File: config.mk
export PLATFORM = sky130hd
export DESIGN_NAME = bmp_load_sequencer
export DESIGN_NICKNAME = d
export VERILOG_FILES = /design/src/rtl/bmp_load_sequencer.sv
export SDC_FILE = /design/constraint.sdc
export NUM_CORES = 1
export LEC_CHECK = 0
export CORE_ASPECT_RATIO = 0.7
export CORE_MARGIN = 2
export CORE_UTILIZATION = 50
export CTS_CLUSTER_DIAMETER = 150
export CTS_CLUSTER_SIZE = 24
export DETAILED_ROUTE_END_ITERATION = 8
export PLACE_DENSITY = 0.77
export SLEW_MARGIN = 20
export SYNTH_ARGS = -nofsm -noshare
export SYNTH_HDL_FRONTEND = slang
export SYNTH_SLANG_ARGS = --single-unit
File: constraint.sdc
create_clock -name clk -period 4.25 [get_ports clk]
set_input_delay 0.85 -clock clk [delete_from_list [all_inputs] [get_ports clk]]
set_output_delay 0.85 -clock clk [all_outputs]
set_load 0.01 [all_outputs]
File: src/rtl/bmp_load_sequencer.sv
// bmp_load_sequencer: reads a 24-bit BMP from SD, checks the header, then walks the pixel array
// byte by byte and hands sector-buffer addresses to a consumer. Define BMP_LOAD_TIMEOUT_EN for a read watchdog.
module bmp_load_sequencer #(
  parameter int SECTOR_LOG2    = 9,
  parameter int TIMEOUT_CYCLES = 1000000
) (
  input  logic                   clk,
  input  logic                   rst,
  input  logic                   start,
  input  logic [31:0]            file_sector,
  output logic                   done,
  output logic                   fail,
  output logic                   sd_rd_req,
  output logic [31:0]            sd_rd_sector,
  input  logic                   sd_rd_done,
  input  logic                   sd_rd_err,
  output logic                   hdr_check_en,
  input  logic                   hdr_complite,
  input  logic                   hdr_fail,
  input  logic [15:0]            pix_offset,
  input  logic [15:0]            pix_width,
  input  logic [15:0]            pix_height,
  output logic                   pix_valid,
  input  logic                   pix_ready,
  output logic [SECTOR_LOG2-1:0] pix_addr,
  output logic [1:0]             pix_comp,
  output logic                   pix_last
);

  typedef enum logic [3:0] {
    ST_IDLE, ST_RD_HDR, ST_CHECK, ST_RELEASE, ST_INIT, ST_SEEK,
    ST_RD_PIX, ST_EMIT, ST_ADVANCE, ST_DONE, ST_FAIL
  } state_t;

  state_t                 state_r, state_n;
  logic [31:0]            file_sector_r, loaded_sector_r, byte_pos_r;
  logic [15:0]            width_r, height_r, x_r, y_r;
  logic [1:0]             comp_r, pad_r;
  logic                   go_ok_r;
  logic [31:0]            tgt_s;
  logic [1:0]             w3_lsb_s, pad_s;
  logic                   last_s, timeout_s;
  logic                   sd_rd_req_n, hdr_check_en_n, pix_valid_n, pix_last_n, done_n, fail_n;
  logic [31:0]            sd_rd_sector_n;
  logic [SECTOR_LOG2-1:0] pix_addr_n;
  logic [1:0]             pix_comp_n;

  assign tgt_s    = file_sector_r + {{SECTOR_LOG2{1'b0}}, byte_pos_r[31:SECTOR_LOG2]};
  // Row padding only depends on (width*3) mod 4, so the low two bits suffice.
  assign w3_lsb_s = pix_width[1:0] * 2'd3;
  assign pad_s    = 2'd0 - w3_lsb_s;
  assign last_s   = (comp_r == 2'd2) && (x_r == width_r - 16'd1) && (y_r == height_r - 16'd1);

`ifdef BMP_LOAD_TIMEOUT_EN
  logic [31:0] tmo_cnt_r;

  // Watchdog: counts cycles of an outstanding read; requests are always separated by an idle cycle.
  always_ff @(posedge clk) begin
    if (rst || !sd_rd_req) begin
      tmo_cnt_r <= 32'd0;
    end else begin
      tmo_cnt_r <= tmo_cnt_r + 32'd1;
    end
  end

  assign timeout_s = sd_rd_req && (tmo_cnt_r == 32'(TIMEOUT_CYCLES - 1));
`else
  // Watchdog compiled out: reads wait indefinitely.
  assign timeout_s = (TIMEOUT_CYCLES < 0);
`endif

  // Next-state decode; read error beats read done, header fail beats header pass.
  always_comb begin
    state_n = state_r;
    case (state_r)
      ST_IDLE:    state_n = start ? ST_RD_HDR : ST_IDLE;
      ST_RD_HDR: begin
        if (sd_rd_err)       state_n = ST_FAIL;
        else if (sd_rd_done) state_n = ST_CHECK;
        else if (timeout_s)  state_n = ST_FAIL;
        else                 state_n = ST_RD_HDR;
      end
      ST_CHECK:   state_n = (hdr_fail || hdr_complite) ? ST_RELEASE : ST_CHECK;
      ST_RELEASE: state_n = go_ok_r ? ST_INIT : ST_FAIL;
      ST_INIT:    state_n = (pix_width == 16'd0 || pix_height == 16'd0) ? ST_DONE : ST_SEEK;
      ST_SEEK:    state_n = (tgt_s == loaded_sector_r) ? ST_EMIT : ST_RD_PIX;
      ST_RD_PIX: begin
        if (sd_rd_err)       state_n = ST_FAIL;
        else if (sd_rd_done) state_n = ST_EMIT;
        else if (timeout_s)  state_n = ST_FAIL;
        else                 state_n = ST_RD_PIX;
      end
      ST_EMIT:    state_n = pix_ready ? ST_ADVANCE : ST_EMIT;
      ST_ADVANCE: state_n = last_s ? ST_DONE : ST_SEEK;
      ST_DONE:    state_n = start ? ST_DONE : ST_IDLE;
      ST_FAIL:    state_n = start ? ST_FAIL : ST_IDLE;
      default:    state_n = ST_IDLE;
    endcase
  end

  // Output decode from the upcoming state so every output can be registered.
  always_comb begin
    sd_rd_req_n    = 1'b0;
    sd_rd_sector_n = 32'd0;
    hdr_check_en_n = 1'b0;
    pix_valid_n    = 1'b0;
    pix_addr_n     = {SECTOR_LOG2{1'b0}};
    pix_comp_n     = 2'd0;
    pix_last_n     = 1'b0;
    done_n         = 1'b0;
    fail_n         = 1'b0;
    case (state_n)
      ST_RD_HDR: begin
        sd_rd_req_n    = 1'b1;
        sd_rd_sector_n = (state_r == ST_IDLE) ? file_sector : file_sector_r;
      end
      ST_RD_PIX: begin
        sd_rd_req_n    = 1'b1;
        sd_rd_sector_n = tgt_s;
      end
      ST_CHECK: hdr_check_en_n = 1'b1;
      ST_EMIT: begin
        pix_valid_n = 1'b1;
        pix_addr_n  = byte_pos_r[SECTOR_LOG2-1:0];
        pix_comp_n  = comp_r;
        pix_last_n  = last_s;
      end
      ST_DONE: done_n = 1'b1;
      ST_FAIL: fail_n = 1'b1;
      default: done_n = 1'b0;
    endcase
  end

  // State and registered outputs.
  always_ff @(posedge clk) begin
    if (rst) begin
      state_r      <= ST_IDLE;
      sd_rd_req    <= 1'b0;
      sd_rd_sector <= 32'd0;
      hdr_check_en <= 1'b0;
      pix_valid    <= 1'b0;
      pix_addr     <= {SECTOR_LOG2{1'b0}};
      pix_comp     <= 2'd0;
      pix_last     <= 1'b0;
      done         <= 1'b0;
      fail         <= 1'b0;
    end else begin
      state_r      <= state_n;
      sd_rd_req    <= sd_rd_req_n;
      sd_rd_sector <= sd_rd_sector_n;
      hdr_check_en <= hdr_check_en_n;
      pix_valid    <= pix_valid_n;
      pix_addr     <= pix_addr_n;
      pix_comp     <= pix_comp_n;
      pix_last     <= pix_last_n;
      done         <= done_n;
      fail         <= fail_n;
    end
  end

  // Pixel walk datapath: file position, raster counters and loaded-sector tracking.
  always_ff @(posedge clk) begin
    if (rst) begin
      file_sector_r   <= 32'd0;
      loaded_sector_r <= 32'd0;
      byte_pos_r      <= 32'd0;
      width_r         <= 16'd0;
      height_r        <= 16'd0;
      x_r             <= 16'd0;
      y_r             <= 16'd0;
      comp_r          <= 2'd0;
      pad_r           <= 2'd0;
      go_ok_r         <= 1'b0;
    end else begin
      case (state_r)
        ST_IDLE: if (state_n == ST_RD_HDR) file_sector_r <= file_sector;
        ST_RD_HDR: if (state_n == ST_CHECK) loaded_sector_r <= file_sector_r;
        ST_CHECK: if (state_n == ST_RELEASE) go_ok_r <= ~hdr_fail;
        ST_INIT: begin
          byte_pos_r <= {16'd0, pix_offset};
          pad_r      <= pad_s;
          width_r    <= pix_width;
          height_r   <= pix_height;
          x_r        <= 16'd0;
          y_r        <= 16'd0;
          comp_r     <= 2'd0;
        end
        ST_RD_PIX: if (state_n == ST_EMIT) loaded_sector_r <= tgt_s;
        ST_ADVANCE: begin
          if (comp_r == 2'd2) begin
            comp_r <= 2'd0;
            if (x_r == width_r - 16'd1) begin
              x_r        <= 16'd0;
              y_r        <= y_r + 16'd1;
              byte_pos_r <= byte_pos_r + 32'd1 + {30'd0, pad_r};
            end else begin
              x_r        <= x_r + 16'd1;
              byte_pos_r <= byte_pos_r + 32'd1;
            end
          end else begin
            comp_r     <= comp_r + 2'd1;
            byte_pos_r <= byte_pos_r + 32'd1;
          end
        end
        default: go_ok_r <= go_ok_r;
      endcase
    end
  end

endmodule

# After elaboration in Yosys (flattened, before gate mapping)
# Index checks and enable logic that the tools add are counted.
# totals
elab_cells	108
reg_bits	218
inputBits	88
output_inout_bits	49
# op_classes
mul	1
n_reduce_logical	16
n_eq_ne	25
add_sub_neg	9
bitwise	2
mux	35
# op_table
operator	count
32-bit case mux with 2 select lines	3
32-bit two-way mux	5
16-bit two-way mux	4
16-bit case mux with 2 select lines	2
4-bit case mux with 11 select lines	1
16-bit by 1-bit adder with 16-bit output (second input constant)	2
32-bit by 1-bit adder with 32-bit output (second input constant)	1
32-bit by 2-bit adder with 32-bit output	1
32-bit by 23-bit adder with 32-bit output	1
16-bit equality test	2
32-bit equality test	1
16-bit zero test	2
4-bit two-way mux	8
16-bit by 1-bit subtractor with 16-bit output (second input constant)	2
4-bit by 3-bit equality test with 1-bit output (second input constant)	6
4-bit equality test (second input constant)	5
4-bit by 2-bit equality test with 1-bit output (second input constant)	4
1-bit two-way mux	9
4-bit by 1-bit equality test with 1-bit output (second input constant)	2
2-bit inequality test (second input constant)	4
2-bit AND reduction	3
3-bit AND reduction	2
4-bit zero test	1
2-bit two-way mux	2
10 further kinds	15

# Logic depth before layout (Yosys ltp)
# logic_depth
depth_word	9
mapped_depth	17

# Worst setup path after synthesis
# No wires, ideal clock.
# synth_timing
path_kind	register to register
startpoint	register byte_pos_r[9]
endpoint	register sd_rd_sector[19]
setup_slack_ns	0.055
t_arrival_ns	4.075
stages_incl_launch_ff	17
period_less_slack_ns	4.195
cell_sequence	dfxtp_1 -> ha_1 -> inv_1 -> fa_1 -> nand2b_1 -> a21oi_2 -> a31oi_1 -> o221a_2 -> o41a_1 -> or3_1 -> a211o_1 -> nor4b_2 -> a21oi_1 -> clkbuf_1 -> clkbuf_1 -> a22oi_1 -> a21oi_1
# synth_via
elab_chain_len	6
# synth_rtl
item	line_no	rtl
start, declared	36	logic [31:0] file_sector_r, loaded_sector_r, byte_pos_r;
start signal, assigned	180	byte_pos_r <= {16'd0, pix_offset};
start signal, assigned	195	byte_pos_r <= byte_pos_r + 32'd1 + {30'd0, pad_r};
start signal, assigned	198	byte_pos_r <= byte_pos_r + 32'd1;
32-bit by 23-bit adder with 32-bit output (*)	48	assign tgt_s = file_sector_r + {{SECTOR_LOG2{1'b0}}, byte_pos_r[31:SECTOR_LOG2]};
32-bit equality test	86	ST_SEEK: state_n = (tgt_s == loaded_sector_r) ? ST_EMIT : ST_RD_PIX;
1-bit two-way mux	86	
4-bit case mux with 11 select lines	75	case (state_r)
4-bit by 3-bit equality test with 1-bit output / 4-bit by 1-bit equality test with 1-bit output (equally long branches)	112	case (state_n)
32-bit case mux with 2 select lines (*)	112	
end signal, assigned	150	sd_rd_sector <= sd_rd_sector_n;
end, declared	14	output logic [31:0] sd_rd_sector,
# Mark *: on every way between the ends. The rest lies on a longest branch, timed or not.
# A chain may end at the register's enable or synchronous reset.

# Worst setup path in the final report
# layout_timing
startpoint	register file_sector_r[0]
endpoint	register pix_addr[7]
# layout_via
elab_chain_len	7
# layout_rtl
item	line_no	rtl
start, declared	36	
start signal, assigned	176	ST_IDLE: if (state_n == ST_RD_HDR) file_sector_r <= file_sector;
32-bit by 23-bit adder with 32-bit output	48	
32-bit equality test	86	
1-bit two-way mux	86	
4-bit case mux with 11 select lines	75	
4-bit by 3-bit equality test with 1-bit output	112	
1-bit NOT (no line)	--	
2-bit OR reduction (no line)	--	
end signal, assigned	142	pix_addr <= {SECTOR_LOG2{1'b0}};
end signal, assigned	153	pix_addr <= pix_addr_n;
end, declared	25	output logic [SECTOR_LOG2-1:0] pix_addr,
# Every way passes these cells.

==> qor.yml <==
cts:
  clock-sinks: 216
  postCtsHoldBufs: 0
  clk-insertion-delay-late_ns: 0.49
  clkSlewWorstSetupHoldPaths_ns: 0.11
  cts_htree_levels: 1
  cts-buffers-inserted: 12
  clock_path_buffers: 3
  cts_tree: "done"
  clk_root_buffer_cell: "clkbuf_16"
timing:
  fmax_ghz: 0.241
  maxSlewViolCount: 0
  setup_viol: 0
  period_share: 0.975
  hold_slack_ns: 0.476
  max_slew_margin: 0.238
  worst_pin_slew_ns: 1.14
  hold_viol: 0
  fin_crit_ns: 4.15
  final.setup.tns_ns: 0
  fin_skew_ns: 0.0193
power_and_ir_drop:
  leakagePower_uw: 0.00563
  switchingPower_uw: 2960
  ir_drop_v: 0.000255
  p_seq_frac: 0.373
  power.share.clock: 0.172
  combPwrFrac: 0.455
  internal_power_uw: 4240
  powerDensity_mw_per_mm2: 460
  p_total_uw: 7210
  switching_share: 0.411
floorplan:
  die_area_sq_mm: 0.0277
  dieHeight_um: 140
  die_w_um: 198
  ioPinCount: 137
  fp.coreArea_sq_mm: 0.0257
  start_util: 0.511
  row_count: 49
setup_path:
  cp.arrival_ns: 4.58
  startpoint: "file_sector_r[0]"
  endpoint_kind: "register"
  regToRegEndpoint: "pix_addr[7]"
  worst_ep_required_time_ns: 4.69
  crit_path_end: "pix_addr[7]"
  startpoint_type: "register"
  reg2reg_depth: 17
  reg2reg_from: "file_sector_r[0]"
  r2r_slack_ns: 0.10
  worstPathMaxFanout: 7
  worstSetupPathType: "reg2reg"
placed_design:
  post-dp-hpwl_mm: 31.7
  place_congestion: 1.00
  io_buffers: 136
detailed_routing:
  postRouteAntennaNets: 0
  vias: 13400
  post_drt_via_cell_ratio: 6.11
  wirelength_mm: 42.5
  drtPass1Iterations: 6
  wl_per_cell_um: 19.4
  drtIter0Drc: 1461
  drc: 0
final_layout:
  area_delta_synth_final_pct: 19.1
  drive_above_1_share: 0.0813
  fin_util: 0.609
  n_fill_cell: 2324
  n_antenna_cell: 0
  fin_nets: 1979
  ff_latch_area_sq_mm: 0.00433
  multi_input_area_sq_mm: 0.00840
grt:
  overflow: 0
  track_usage: 0.298
  grt_pass1_wl_mm: 65.9
  grt_max_degree: 76
  antenna_found_initial: 0
  first_global_vias: 12000
synth:
  synth_edf_count: 0
  synth.top_cell.area_share: 0.328
  syn-cell-area_sq_mm: 0.0132
  syn_nets: 1860
  synthTopCellsByArea: "dfxtp_1, nand2_1, a21oi_1"
  synth-seq-area-share: 0.328
  yosysWarningCount: 0
  synth.distinct_cells: 89
  ys_ff_latch: 216
  synth_top_area_cell: "dfxtp_1"
  dominantRegCellSynth: "dfxtp_1"
  syn_area_per_cell_sq_um: 7.57
  synthCells: 1740
  ys_async_sr_fraction: 0
outcome:
  status: "finished, final reports clean"
worst_hold_path:
  hold_path_class: "reg2reg"
  min_path_cells: 2
job:
  drv_cap: 0
per-stage QoR:
step,std cells,area (sq um),setup WS [ns]
after global routing,2189,15700,-0.0340
after CTS,2182,15500,0.0484
final,2189,15700,0.105
after global placement,2169,15200,0.184
after detailed placement,2169,15200,0.0951
after floorplan,1740,13200,0.0547
critical path, cell delays in order (launching register included):
cell      delay, ns
dfxtp_2        0.35
ha_2           0.18
inv_1          0.06
fa_2           0.35
nand2b_4       0.17
a21oi_4        0.22
a31oi_4        0.13
o221a_4        0.29
o41a_1         0.45
or3_1          0.38
a211o_1        0.27
nor4b_2        0.26
buf_4          0.17
a21oi_2        0.08
nor4_4         0.27
buf_6          0.17
buf_8          0.13
and2_1         0.15
kinds of logic (layout without fill, tap and decap cells):
kind of cell / after synthesis / count (layout) / share of synthesized area
AO/OA/AOI/OAI: 438 / 438 / 0.213
XOR/XNOR: 155 / 155 / 0.105
adder cells (fa/ha/maj): 33 / 33 / 0.0323
buffers and inverters: 153 / 271 / 0.0459
flip-flops: 216 / 216 / 0.328
multiplexers: 13 / 13 / 0.0101
AND/OR/NAND/NOR: 732 / 732 / 0.265
power by group through the flow:
stage | Combinational [uW] | Clock [uW] | Sequential, uW
finish | 3280 | 1240 | 2690
floorplan | 2130 | 0 | 2600
detailed placement | 3140 | 0 | 2720
CTS | 3170 | 1260 | 2680
global route | 3580 | 1330 | 2730
global placement | 3100 | 0 | 2710
worst min path at each step:
stage / to / startpoint
after global routing: height_r[15] / height_r[15]
after floorplan: byte_pos_r[31] / byte_pos_r[31]
final: height_r[15] / height_r[15]
after global placement: height_r[15] / height_r[15]
after CTS: height_r[15] / height_r[15]
after detailed placement: height_r[15] / height_r[15]
state kept, by name, summed over array words and instances (netlist names), 2 cells and up:
name	cells
pix_comp	2
file_sector_r	32
y_r	16
loaded_sector_r	32
comp_r	2
sd_rd_sector	32
height_r	16
byte_pos_r	32
x_r	16
width_r	16
state_r	4
pix_addr	9
per-layer routing:
metal,part of all wire,track usage
met3,0.11,0.0720
met1,0.50,0.482
met4,0.0096,0.0364
met5,0,0
met2,0.38,0.397
final cells by class:
type | instances | share of cell area
repair buffers | 224 | 0.133
well taps | 331 | 0.0264
multi-input cells | 1371 | 0.536
inverters | 34 | 0.00814
clock buffers | 13 | 0.0207
flip-flops and latches | 216 | 0.276
Yosys cell counts, types with 23 or more instances:
| master | n |
|---|---|
| ha_1 | 30 |
| a31oi_1 | 27 |
| nor3_1 | 50 |
| xnor2_1 | 75 |
| clkbuf_1 | 103 |
| xor2_1 | 78 |
| inv_1 | 34 |
| a311oi_1 | 23 |
| nand3_1 | 32 |
| nand2_1 | 288 |
| nor2_1 | 170 |
| a21oi_1 | 157 |
| dfxtp_1 | 216 |
| nor4_1 | 27 |
| o21ai_0 | 59 |
| a22oi_1 | 35 |
| nand4_1 | 38 |
cells in the final DEF (no fill, tap or decap), types with 38 or more instances in the layout:
cell type,n
o21ai_0,59
buf_4,82
dfxtp_1,214
nor2_1,170
xor2_1,78
nand2_1,288
xnor2_1,74
a21oi_1,155
nand4_1,38
clkdlybuf4s50_1,135
nor3_1,48
timing repair:
item                       in CTS  in global routing
gates resized for setup         0                 32
setup buffers                   0                  6
setup endpoints to repair       0                 54
Note: power is estimated with default switching activity, not from simulation.
